--- config.mk ---
export PLATFORM = sky130hd
export DESIGN_NAME = pipe_stage_skid
export DESIGN_NICKNAME = d
export VERILOG_FILES = /design/src/rtl/pipe_stage_skid.sv
export SDC_FILE = /design/constraint.sdc
export NUM_CORES = 1
export LEC_CHECK = 0
export BUFFER_PORTS_ARGS = -buffer_cell sky130_fd_sc_hd__buf_2
export CAP_MARGIN = 25
export CORE_ASPECT_RATIO = 0.8
export CORE_MARGIN = 4
export CORE_UTILIZATION = 53
export CTS_CLUSTER_SIZE = 28
export DETAILED_ROUTE_END_ITERATION = 10
export GPL_ROUTABILITY_DRIVEN = 1
export MAX_ROUTING_LAYER = met4
export PLACE_DENSITY_LB_ADDON = 0.05
export SETUP_SLACK_MARGIN = 0.3
export SYNTH_ARGS = -nofsm -noshare
export SYNTH_HDL_FRONTEND = slang
export SYNTH_SLANG_ARGS = --single-unit
--- constraint.sdc ---
create_clock -name clk -period 4 [get_ports clk]
set_input_delay 0.2 -clock clk [delete_from_list [all_inputs] [get_ports clk]]
set_output_delay 0.2 -clock clk [all_outputs]
set_load 0.05 [all_outputs]
--- src/rtl/pipe_stage_skid.sv ---
// pipe_stage_skid: registered-ready pipeline stage with one skid entry and flush.
// Define PIPE_STATS_EN to build the saturating stall/flush statistics counters.
module pipe_stage_skid #(
  parameter int                DATA_W    = 64,
  parameter logic [DATA_W-1:0] NOP_VALUE = '0,
  parameter int                CNT_W     = 16
) (
  input  logic              clk,
  input  logic              reset,
  input  logic              flush,
  input  logic              in_valid,
  output logic              in_ready,
  input  logic [DATA_W-1:0] in_data,
  output logic              out_valid,
  input  logic              out_ready,
  output logic [DATA_W-1:0] out_data,
  output logic [CNT_W-1:0]  stall_cnt,
  output logic [CNT_W-1:0]  flush_cnt
);
  typedef enum logic [1:0] {EMPTY, HALF, FULL} state_t;
  state_t state_q, state_d;
  logic [DATA_W-1:0] main_q, main_d, skid_q, skid_d;
  logic in_fire, out_fire;
  assign in_ready  = state_q != FULL;
  assign out_valid = state_q != EMPTY;
  assign out_data  = out_valid ? main_q : NOP_VALUE;
  assign in_fire   = in_valid && in_ready;
  assign out_fire  = out_valid && out_ready;
  always_comb begin
    state_d = state_q;
    main_d  = main_q;
    skid_d  = skid_q;
    unique case (state_q)
      EMPTY: if (in_fire) begin
        state_d = HALF;
        main_d  = in_data;
      end
      HALF: if (in_fire && out_fire) main_d = in_data;
      else if (in_fire) begin
        state_d = FULL;
        skid_d  = in_data;
      end
      else if (out_fire) state_d = EMPTY;
      FULL: if (out_fire) begin
        state_d = HALF;
        main_d  = skid_q;
      end
      default: state_d = EMPTY;
    endcase
    // flush squashes everything, including a payload arriving this cycle
    if (flush) begin
      state_d = EMPTY;
      main_d  = main_q;
      skid_d  = skid_q;
    end
  end
  always_ff @(posedge clk or posedge reset)
    if (reset) begin
      state_q <= EMPTY;
      main_q  <= NOP_VALUE;
      skid_q  <= NOP_VALUE;
    end else begin
      state_q <= state_d;
      main_q  <= main_d;
      skid_q  <= skid_d;
    end
`ifdef PIPE_STATS_EN
  logic [CNT_W-1:0] stall_q, flush_q;
  always_ff @(posedge clk or posedge reset)
    if (reset) begin
      stall_q <= '0;
      flush_q <= '0;
    end else begin
      stall_q <= stall_q + CNT_W'(out_valid && !out_ready && stall_q != '1);
      flush_q <= flush_q + CNT_W'(flush && state_q != EMPTY && flush_q != '1);
    end
  assign stall_cnt = stall_q;
  assign flush_cnt = flush_q;
`else
  assign stall_cnt = '0;
  assign flush_cnt = '0;
`endif
endmodule

==> results.json <==
{
  "ctsLongestPathBuffers": 2,
  "initial_utilization_pct": 54.8,
  "drt_pass1_iterations": 4,
  "yosys_register_bits": 130,
  "layout-drive-gt1-share_pct": 60.8,
  "cts.htree.levels": 4,
  "timing.critical_path.fanout_max": 42,
  "drt-total-wl_um": 12800,
  "synth.avg_cell_area_um2": 13.7,
  "die_height_um": 106,
  "timing.hold.worst_path_depth": 2,
  "route.met2.wl_um": 6330,
  "grt_max_degree": 75,
  "nets": 667,
  "highest_metal_layer_with_signal_wires": "met4",
  "syn2layout_area_growth_pct": 20.9,
  "critPathRequiredTime_ns": 3.80,
  "setup_slack_ns": 1.34,
  "wire_length_of_the_first_global_routing_pass_um": 20700,
  "wl_met3_um": 800,
  "regArea_um2": 3250,
  "layout.filler_cells": 915,
  "final_worst_path_period_share_pct": 66.4,
  "floorplan.rows": 35,
  "drt-met1-wl_um": 5520,
  "grtUsageTotal_pct": 19.7,
  "cts-buffers-inserted": 17,
  "power.leakage_uw": 0.00361,
  "die_area_um2": 13800,
  "final_hold_viol_count": 0,
  "floorplan.io_pins": 167,
  "post_synth_instance_area_um2": 6360,
  "fin_crit_ns": 2.66,
  "tritoncts_clock_tree": "yes",
  "final.hold.worst_slack_ns": 0.0266,
  "worstSetupEndpointType": "output pin",
  "tightest_slew_ns": 0.725,
  "r2r_end": "main_q[63]$_DFFE_PP0P_",
  "run_status": "finished, final reports clean",
  "worst-r2r-setup-slack_ns": 1.80,
  "route.detailed.drc": 0,
  "worstHoldStart": "out_ready",
  "ys_warn_count": 0,
  "cts_setup_buffers": 0,
  "setup-violations-final": 0,
  "yosys.cell_types.count": 22,
  "placement.setup.worst_slack_ns": 1.72,
  "power.ir.vdd_worst_mv": 0.347,
  "synthDominantCellAreaShare_pct": 51.1,
  "antenna_violations_before_repair": 1,
  "core_area_um2": 11600,
  "first_global_vias": 4161,
  "timing.final.max_slew_violations": 0,
  "grt_remaining_overflow": 0,
  "cts.sink_count": 130,
  "r2r_cells": 4,
  "routed_vias": 3878,
  "unrepaired_setup_endpoints_after_global_routing": "no",
  "multi_input_area_um2": 2840,
  "cts.repair.resized": 0,
  "timing.setup.critical_path_class": "register to output pin",
  "fmax_mhz": 377,
  "timing.critical_path.from_type": "register",
  "hold_path_end": "state_q[1]$_DFFE_PP0P_",
  "clkTransAtPathRegs_ns": 0.05,
  "gp_routability_congestion": 0.749,
  "synth.yosys.seq_area_share_pct": 51.1,
  "netlist_instances": 464,
  "drt-initial-drc-count": 95,
  "power-per-cell-area_nw_per_um2": 573,
  "placement.io_buffers": 134,
  "dieWidth_um": 130,
  "ctsRootBufferMaster": "sky130_fd_sc_hd__clkbuf_16",
  "finalSetupTns_ns": 0,
  "synth.largest_area_cell": "sky130_fd_sc_hd__dfrtp_1",
  "dpl.cell_count": 724,
  "post_layout_instance_count_excluding_filler_cells": 759,
  "max_cap_viols": 0,
  "hold_path.class": "input pin to register",
  "slew_headroom_pct": 51.6,
  "routed_wl_per_cell_um": 16.9,
  "worst_clock_skew_ns": 0.00805,
  "drtAntennaViolNets": 0,
  "netlist_top_cells_area": "sky130_fd_sc_hd__dfrtp_1 51%, sky130_fd_sc_hd__mux2_2 33%, sky130_fd_sc_hd__nor2b_1 6.5%",
  "hpwlAfterDp_um": 8150,
  "worstReg2RegStart": "state_q[1]$_DFFE_PP0P_",
  "via_to_cell_ratio": 5.11,
  "worst_ep_arrival_time_ns": 2.46,
  "clkLatencyLatePin_ns": 0.41
}
routing by layer:
layer / vias up / track usage, %
met4: 0 / 5.58
met5: - / -
met3: 13 / 6.63
met2: 110 / 32.7
met1: 1947 / 22.7
li1: 1808 / -
synthesized netlist by cell type:
cell	count
sky130_fd_sc_hd__a21oi_1	2
sky130_fd_sc_hd__buf_2	10
sky130_fd_sc_hd__buf_4	33
sky130_fd_sc_hd__buf_6	6
sky130_fd_sc_hd__clkbuf_1	10
sky130_fd_sc_hd__conb_1	1
sky130_fd_sc_hd__dfrtp_1	130
sky130_fd_sc_hd__inv_1	2
sky130_fd_sc_hd__inv_2	1
sky130_fd_sc_hd__mux2_1	2
sky130_fd_sc_hd__mux2_2	185
sky130_fd_sc_hd__mux2_4	5
sky130_fd_sc_hd__mux2i_1	1
sky130_fd_sc_hd__nand2_1	1
sky130_fd_sc_hd__nand3_1	1
sky130_fd_sc_hd__nor2_1	3
sky130_fd_sc_hd__nor2b_1	66
sky130_fd_sc_hd__nor3_1	1
sky130_fd_sc_hd__o21ba_2	1
sky130_fd_sc_hd__o31ai_4	1
sky130_fd_sc_hd__or3b_2	1
sky130_fd_sc_hd__or4bb_1	1
flip-flops by register name, indices dropped and copies added (netlist names):
register and count:
skid_q 64, state_q 2, main_q 64
cell type report:
type	instances	share of cell area, %
multi-input combinational	303	36.9
tap	148	2.41
sequential	130	42.3
antenna	1	0.0325
clock buffer	18	5.71
timing repair buffer	143	10.1
clock inverter	13	2.42
inverter	3	0.179
power breakdown:
| part | internal (uW) | leakage (uW) | switching [uW] |
|---|---|---|---|
| sequential | 1640 | 0.00156 | 147 |
| combinational | 430 | 0.00175 | 574 |
| clock | 1060 | 0.000294 | 566 |
worst max-delay path by stage:
stage,startpoint,to,slack (ns),cells past startpoint
floorplan,reset,main_q[0]$_DFFE_PP0P_,0.33,1
global placement,state_q[0]$_DFFE_PP0P_,out_data[32],1.76,4
detailed placement,state_q[1]$_DFFE_PP0P_,skid_q[63]$_DFFE_PP0P_,1.72,3
CTS,state_q[0]$_DFFE_PP0P_,out_data[32],1.30,4
global route,state_q[0]$_DFFE_PP0P_,out_data[17],1.21,4
finish,state_q[0]$_DFFE_PP0P_,out_data[17],1.34,4
layout by cell type, fill, tap and decap left out, types with 2 or more instances in the layout:
cell type                    instances
sky130_fd_sc_hd__nor2b_1            65
sky130_fd_sc_hd__mux2_1              2
sky130_fd_sc_hd__a21oi_1             2
sky130_fd_sc_hd__bufinv_16           4
sky130_fd_sc_hd__conb_1             32
sky130_fd_sc_hd__clkinv_4            3
sky130_fd_sc_hd__dfrtp_1           130
sky130_fd_sc_hd__buf_4               6
sky130_fd_sc_hd__buf_2             134
sky130_fd_sc_hd__mux2_2            185
sky130_fd_sc_hd__nor2_1              2
sky130_fd_sc_hd__mux2_4              5
sky130_fd_sc_hd__clkbuf_16          17
sky130_fd_sc_hd__clkinvlp_4          4
sky130_fd_sc_hd__clkinv_2            2
cells by family (layout without fill, tap and decap cells):
| logic type | Yosys count | in the layout | synth area share (%) |
|---|---|---|---|
| flops | 130 | 130 | 51.1 |
| simple gates | 74 | 74 | 7.20 |
| mux | 193 | 193 | 34.4 |
| buf+inv | 62 | 177 | 6.51 |
| compound gates | 4 | 4 | 0.649 |
| other cells | 1 | 33 | 0.0590 |
through the flow:
stage | total power, uW | instance area, um^2 | util, %
CTS | 4450 | 7630 | 65.8
global route | 4610 | 7690 | 66.3
floorplan | 2610 | 6480 | -
global placement | 2760 | 7010 | 60.4
detailed placement | 2810 | 7010 | 60.4
finish | 4410 | 7690 | 66.3
critical path: stages, from the launching register on:
cell,delay [ns]
sky130_fd_sc_hd__dfrtp_1,0.53
sky130_fd_sc_hd__nor2_4,0.56
sky130_fd_sc_hd__buf_4,0.55
sky130_fd_sc_hd__nor2b_1,0.15
sky130_fd_sc_hd__buf_2,0.24
what timing repair did:
item                                    4_1_cts  5_1_grt
hold endpoints to repair                      0       72
endpoints found under the setup margin        0        0
hold buffers                                  0        1
(Power assumes the default switching activity.)
